$ cat config.mk
export PLATFORM = sky130hd
export DESIGN_NAME = mem_lane_align
export DESIGN_NICKNAME = d
export VERILOG_FILES = /design/src/rtl/mem_arbiter_pkg.sv /design/src/rtl/mem_lane_align.sv
export SDC_FILE = /design/constraint.sdc
export NUM_CORES = 1
export LEC_CHECK = 0
export ABC_AREA = 1
export BUFFER_PORTS_ARGS = -buffer_cell sky130_fd_sc_hd__buf_2
export CORE_UTILIZATION = 38
export DETAILED_ROUTE_END_ITERATION = 8
export PLACE_DENSITY = 0.93
export SYNTH_ARGS = -nofsm -noshare
export SYNTH_HDL_FRONTEND = slang
export SYNTH_SLANG_ARGS = --single-unit
$ cat constraint.sdc
create_clock -name vclk -period 1.15
set_input_delay 0.1725 -clock vclk [all_inputs]
set_output_delay 0.1725 -clock vclk [all_outputs]
set_load 0.03 [all_outputs]
$ cat src/rtl/mem_arbiter_pkg.sv
// mem_arbiter_pkg: shared state encodings, func_3 access codes and the timeout fill pattern
package mem_arbiter_pkg;
  typedef enum logic [1:0] {IDLE, IF_ACC, DM_ACC, RESP} state_t;
  localparam logic [2:0] F3_LB  = 3'b000;
  localparam logic [2:0] F3_LH  = 3'b001;
  localparam logic [2:0] F3_LW  = 3'b010;
  localparam logic [2:0] F3_LBU = 3'b100;
  localparam logic [2:0] F3_LHU = 3'b101;
  localparam logic [2:0] F3_SB  = 3'b000;
  localparam logic [2:0] F3_SH  = 3'b001;
  localparam logic [2:0] F3_SW  = 3'b010;
  localparam logic [31:0] DEAD_BEEF = 32'hDEAD_BEEF;
endpackage

$ cat src/rtl/mem_lane_align.sv
// mem_lane_align: byte enables, store lane replication, load right-alignment and misalignment detect
module mem_lane_align
  import mem_arbiter_pkg::*;
(
  input  logic [2:0]  func_3,
  input  logic [1:0]  off,
  input  logic [31:0] wdata,
  input  logic [31:0] rdata,
  output logic [3:0]  be,
  output logic [31:0] wdata_rep,
  output logic [31:0] rdata_shift,
  output logic        misalign
);
  logic is_b, is_h, unused_sign;
  assign unused_sign = func_3[2];
  assign is_b = func_3[1:0] == F3_SB[1:0];
  assign is_h = func_3[1:0] == F3_SH[1:0];
  // size decode: byte/half select lanes, anything wider is treated as a word
  always_comb begin
    be = is_b ? 4'b0001 << off : is_h ? (off[1] ? 4'b1100 : 4'b0011) : 4'b1111;
    wdata_rep = is_b ? {4{wdata[7:0]}} : is_h ? {2{wdata[15:0]}} : wdata;
    misalign = is_b ? 1'b0 : is_h ? off[0] : |off;
  end
  assign rdata_shift = rdata >> {off, 3'b000};
endmodule

==> summary.txt, run 1 <==
GRT
  – Antenna violations before repair: 0
  – Vias in the first global route: about 1,800
  – Gr ovfl total: 0
  – First-pass GRT wire length: approximately 7500 µm
  – GRT Overall Usage: 27.76%
  – Pin count of the biggest net entering global routing: 27

Timing
  – Final Worst Setup Slack: -1.433 ps
  – Tmin final: 1151 ps
  – Worst hold slack: 625.2 ps
  – Pins Over Slew Limit: 0
  – Final setup TNS: -1.433 ps
  – Crit share post-route: 100.1%
  – Fmax: 868.5 MHz
  – Final Hold Fails: 0
  – Setup Viol. Count Final: 1
  – Slew at the pin with the worst max-slew slack: 259.9 ps
  – Slew HR: 82.68%
  – RSZ-0062 raised after global routing: true

Power and ir drop
  – Internal: 0.0004197 W
  – Final Power: 0.001202 W
  – Clock power frac: 0%
  – Total net switching power: just under 0.0008 W
  – Combinational Power Share: 100.0%
  – Sw frac: roughly 65%
  – Part of the power in registers: 0%
  – Leak: 1.332 nW
  – Worst VDD drop: 0.3422 mV
  – Power Dens Cells: 584.1 nW/µm²

Setup path
  – Worst setup EP type: output port
  – Crit-path cells: buf_8 > buf_12 > nor2_8 > inv_8 > nor2_1 > buf_4
  – Startpoint class of the critical path: primary input
  – Setup CP Type: in2out
  – Arr. time, crit path: 980 ps
  – Crit-path slowest cell: nor2_8
  – CP max stage delay: approximately 190 ps
  – CP required: 980 ps
  – Crit path max fanout: 6

Worst hold path
  – Hold/Removal Path Class: in2out

Logic synthesis
  – Distinct cell type count of the synthesized netlist: 17
  – Sequential fraction of the synthesis area: 0%
  – Synthesized area: between 1000 and 1500 µm²
  – Share of the synthesized area in the top cell type: 37.99%
  – Yosys warning total: 0
  – Synth Instances: around 250
  – Synthesized area per cell: 4.640 µm²
  – Post-Syn Nets: 316
  – Post-synth top area cell: nand2_1
  – Largest cells by area after synthesis: nand2_1 (38%), nand3_1 (21%), buf_4 (9.8%), inv_1 (5.6%), nor2_1 (5.2%)

Final layout
  – Fin cells: between 400 and 500
  – Register area: 0 µm²
  – Clk_buf instances: 0
  – Flip-flop and latch count: 0
  – Area Growth Syn to Fin: 79.48%
  – Fillers: 224
  – Number of antenna diodes: 0
  – # nets final: 451
  – Share of cells above drive strength 1: 50.26%
  – Layout Utilization: about three quarters

Floorplan
  – Num ports: 138
  – Initial Util: around two fifths
  – Row cnt: 19
  – Die height: about 57 µm
  – Die width: 56.92 µm
  – Core area: 2805 µm²
  – Die area: about 3200 µm²

Routing
  – DR vias: 2,130
  – Routed wire per std cell: 12.30 µm
  – Post-Route WL: 5054 µm
  – DRT Pass-1 Iters: 9
  – DRC errors left: 20
  – DR iter-0 viols: approximately 160
  – Vias per cell: ~5.2
  – DRT antenna net count: 0

Place
  – Hpwl dp: 3626 µm
  – Placed Cells: a little over 400
  – Buffers on Ports: 137
  – GP Congestion: 0.7572

Clocking
  – # Post-CTS Setup Buffers: 0

Run status
  – Status: complete, but fails checks
  – Failing checks: DRC, setup timing

Job
  – Max cap viols: 0
-- critical path, delay by kind of cell --
kind / cells / cell delay [ps]
buffers and inverters: 4 / 480
AND/OR/NAND/NOR: 2 / 320
-- Yosys cell counts --
library cell    n
o21ai_1         2
nor2_8          1
a21oi_1         2
a21oi_2         1
nand2_2         8
nand2_1       116
buf_8           1
buf_2           6
nor2_1         16
nand3_1        48
inv_1          17
inv_2           2
nor2_4          1
buf_4          15
buf_6           2
o21ai_0         8
inv_6           1
-- cells in the final DEF (no fill, tap or decap), types with 2 or more instances in the layout --
master	n
buf_2	113
buf_4	24
buf_6	6
nand3_2	3
clkbuf_4	5
buf_8	3
a21oi_2	2
nand2_1	116
nand2_2	8
inv_1	17
nand3_1	45
inv_4	2
o21ai_2	2
nor2_2	14
buf_12	2
o21ai_1	3
nor2_4	3
o21ai_0	5
nor2_1	2
-- layer usage --
| metal | track usage (%) | routed length [µm] |
|---|---|---|
| met1 | 29.12 | 1662 |
| met2 | 56.13 | 2723 |
| met3 | 4.839 | 563 |
| met4 | 6.272 | 105 |
| met5 | 0 | 0 |
-- timing repair --
action                                  4_1_cts  5_1_grt
endpoints found under the setup margin       34       46
hold buffers                                  0        0
cloned                                        0        4
pin swaps                                     0        3
gates resized for setup                      18       45
-- path summary, 6_finish.rpt --
kind	from	endpoint	slack, ps	cells past startpoint
min	wdata[6]	wdata_rep[6]	630	2
max	off[1]	rdata_shift[26]	-1	6
-- metrics by stage --
step / setup slack [ps] / area [µm²]
after detailed placement: -101.6 / 1867
final: -1.433 / 2057
after global routing: -32.01 / 2057
after CTS: -0.8124 / 1913
after floorplan: 26.17 / 1177
after global placement: -86.14 / 1867
-- power groups by stage --
stage,clock [W],combinational (W),sequential (W)
2_1_floorplan,0,0.000746,0
3_3_place_gp,0,0.00108,0
3_5_place_dp,0,0.00109,0
4_1_cts,0,0.00112,0
5_1_grt,0,0.00128,0
6_report,0,0.00120,0
-- cell families after synthesis --
family                 Yosys count  synth area share [%]
AND/OR/NAND/NOR                190                 71.29
AO/OA/AOI/OAI                   13                 6.005
buffers and inverters           44                 22.71
-- layout make-up --
class              instances  area, µm²  share of cell area (%)
multi-input cells        205      969.7                   47.14
repair buffers           153      935.9                   45.50
inverters                 20      97.59                   4.745
well taps                 31      38.79                   1.886
repair inverters           2      15.01                  0.7299
Power figures use the tool's default switching activity.
==> run 2: changes to the inputs <==
==> constraint.sdc (replaced) <==
create_clock -name vclk -period 1.4
set_input_delay 0.21 -clock vclk [all_inputs]
set_output_delay 0.21 -clock vclk [all_outputs]
set_load 0.03 [all_outputs]
==> run 2 against run 1 <==
Via count is 8.2% lower. Wire length fell by 22%. Final area down 14%. The run ends with DRC left. Power shrank 29%. Non-clock buffer count down 7. Cell count decreased by 2.7%.
==> summary.txt, run 2 (same netlist as run 1, synthesis figures left out) <==
Place
  – Placed Cells: 400 (-1.7%)
  – Buffers on Ports: 137 (unchanged)
  – GP Congestion: 0.8007 (+5.7%)
  – Hpwl dp: 3269 µm (-9.9%)

Clocking
  – Post-CTS Hold Buffers: 0 (unchanged)

Job
  – Max cap viols: 0 (unchanged)

Worst hold path
  – Hold/Removal Path Class: in2out

Floorplan
  – Die height: 56.92 µm (unchanged)
  – Die area: 3240 µm² (unchanged)
  – Num ports: 138 (unchanged)
  – Row cnt: 19 (unchanged)
  – Core area: 2805 µm² (unchanged)
  – Die width: 56.92 µm (unchanged)
  – Initial Util: 40.86% (unchanged)

Routing
  – DRT Pass-1 Iters: 7 (-2)
  – Vias per cell: 4.888 (-5.7%)
  – DRC errors left: 20 (unchanged)
  – DRT antenna net count: 0 (unchanged)
  – Routed wire per std cell: 9.793 µm (-20%)
  – DR vias: 1,955 (-8.2%)
  – DR iter-0 viols: 171 (+4.9%)
  – Post-Route WL: 3917 µm (-22%)

Setup path
  – Crit path max fanout: 18 (+12)
  – Worst setup EP type: output port
  – Startpoint class of the critical path: primary input
  – CP required: 1190 ps (+210 ps)
  – Setup CP Type: in2out
  – Arr. time, crit path: 1060 ps (+80 ps)

Timing
  – Pins Over Slew Limit: 0 (unchanged)
  – Setup Viol. Count Final: 0 (-1)
  – Slew HR: 77.69% (-5.0 points)
  – Final Hold Fails: 0 (unchanged)
  – Tmin final: 1268 ps
  – RSZ-0062 raised after global routing: false
  – Fmax: 788.7 MHz
  – Crit share post-route: 90.57%
  – Slew at the pin with the worst max-slew slack: 334.2 ps (+74.37 ps)
  – Final setup TNS: 0 ps (+1.433 ps)

Final layout
  – Share of cells above drive strength 1: 43.36% (-6.9 points)
  – Number of antenna diodes: 0 (unchanged)
  – Most common cell after layout, fill and taps aside: buf_2
  – Register area: 0 µm² (unchanged)
  – Fin cells: 400 (-2.7%)
  – Flip-flop and latch count: 0 (unchanged)
  – Clk_buf instances: 0 (unchanged)
  – Layout Utilization: 62.80% (-11 points)
  – Most frequent cells in the layout: buf_2 (137), nand2_1 (116), nand3_1 (48), inv_1 (17), nor2_1 (16)
  – Area Growth Syn to Fin: 53.71%
  – # nets final: 440 (-2.4%)

GRT
  – Antenna violations before repair: 0 (unchanged)
  – Pin count of the biggest net entering global routing: 27 (unchanged)
  – GRT Overall Usage: 22.45% (-5.3 points)
  – Vias in the first global route: 1,554 (-13%)
  – Gr ovfl total: 0 (unchanged)
  – First-pass GRT wire length: 6216 µm (-17%)

Power and ir drop
  – Part of the power in registers: 0% (unchanged)
  – Combinational Power Share: 100.0% (about the same)
  – Total net switching power: 0.0005861 W (-25%)
  – Internal: 0.0002723 W (-35%)
  – Leak: 1.232 nW (-7.5%)
  – Sw frac: 68.28% (+3.2 points)
  – Clock power frac: 0% (unchanged)
  – Power Dens Cells: 487.3 nW/µm² (-17%)
  – Worst VDD drop: 0.2955 mV (-14%)

Run status
  – Status: complete, but fails checks
  – Failing checks: DRC
[run 2: final timing paths]
| check | cells past startpoint | endpoint | startpoint |
|---|---|---|---|
| max | 7 | rdata_shift[5] | off[0] |
| min | 2 | wdata_rep[7] | wdata[7] |
[run 2: what timing repair did]
item                                    4_1_cts  5_1_grt
endpoints found under the setup margin        0        1
buffers inserted                              0        0
resized for setup                             0        1
[run 2: worst max-delay path, cell delays in order]
cell and delay [ps]:
buf_2 210, buf_6 210, nand2_1 60, nand2_1 60, nand2_1 40, nand2_1 60, buf_2 200
[run 2: power by group through the flow]
stage / Clock, W / Sequential (W) / Combinational, W
2_1_floorplan: 0 / 0 / 0.000600
5_1_grt: 0 / 0 / 0.000926
3_5_place_dp: 0 / 0 / 0.000857
3_3_place_gp: 0 / 0 / 0.000852
4_1_cts: 0 / 0 / 0.000860
6_report: 0 / 0 / 0.000858
[run 2: through the flow]
| step | hold WS [ps] | setup slack [ps] | total power, W | area (µm²) |
|---|---|---|---|---|
| after floorplan | 551.7 | 117.8 | 0.0006001 | 1146 |
| after global placement | 697.6 | 98.18 | 0.0008519 | 1758 |
| after detailed placement | 699.0 | 72.09 | 0.0008575 | 1758 |
| after CTS | 699.8 | 73.13 | 0.0008603 | 1758 |
| after global routing | 708.1 | 52.46 | 0.0009258 | 1762 |
| final | 699.6 | 132.0 | 0.0008584 | 1762 |
[run 2: final cells by class]
class              instances  area, µm²
fillers                  262       1044
multi-input cells        203      885.9
repair buffers           146      757.0
inverters                 20      80.08
well taps                 31      38.79
[run 2: per-layer routing]
| metal | wire length, µm | vias up | track usage, % |
|---|---|---|---|
| met2 | 2004 | 97 | 47.56 |
| met3 | 358 | 0 | 1.843 |
| li1 | - | 1008 | - |
| met1 | 1555 | 850 | 25.00 |
| met4 | 0 | 0 | 0 |
| met5 | 0 | - | 0 |
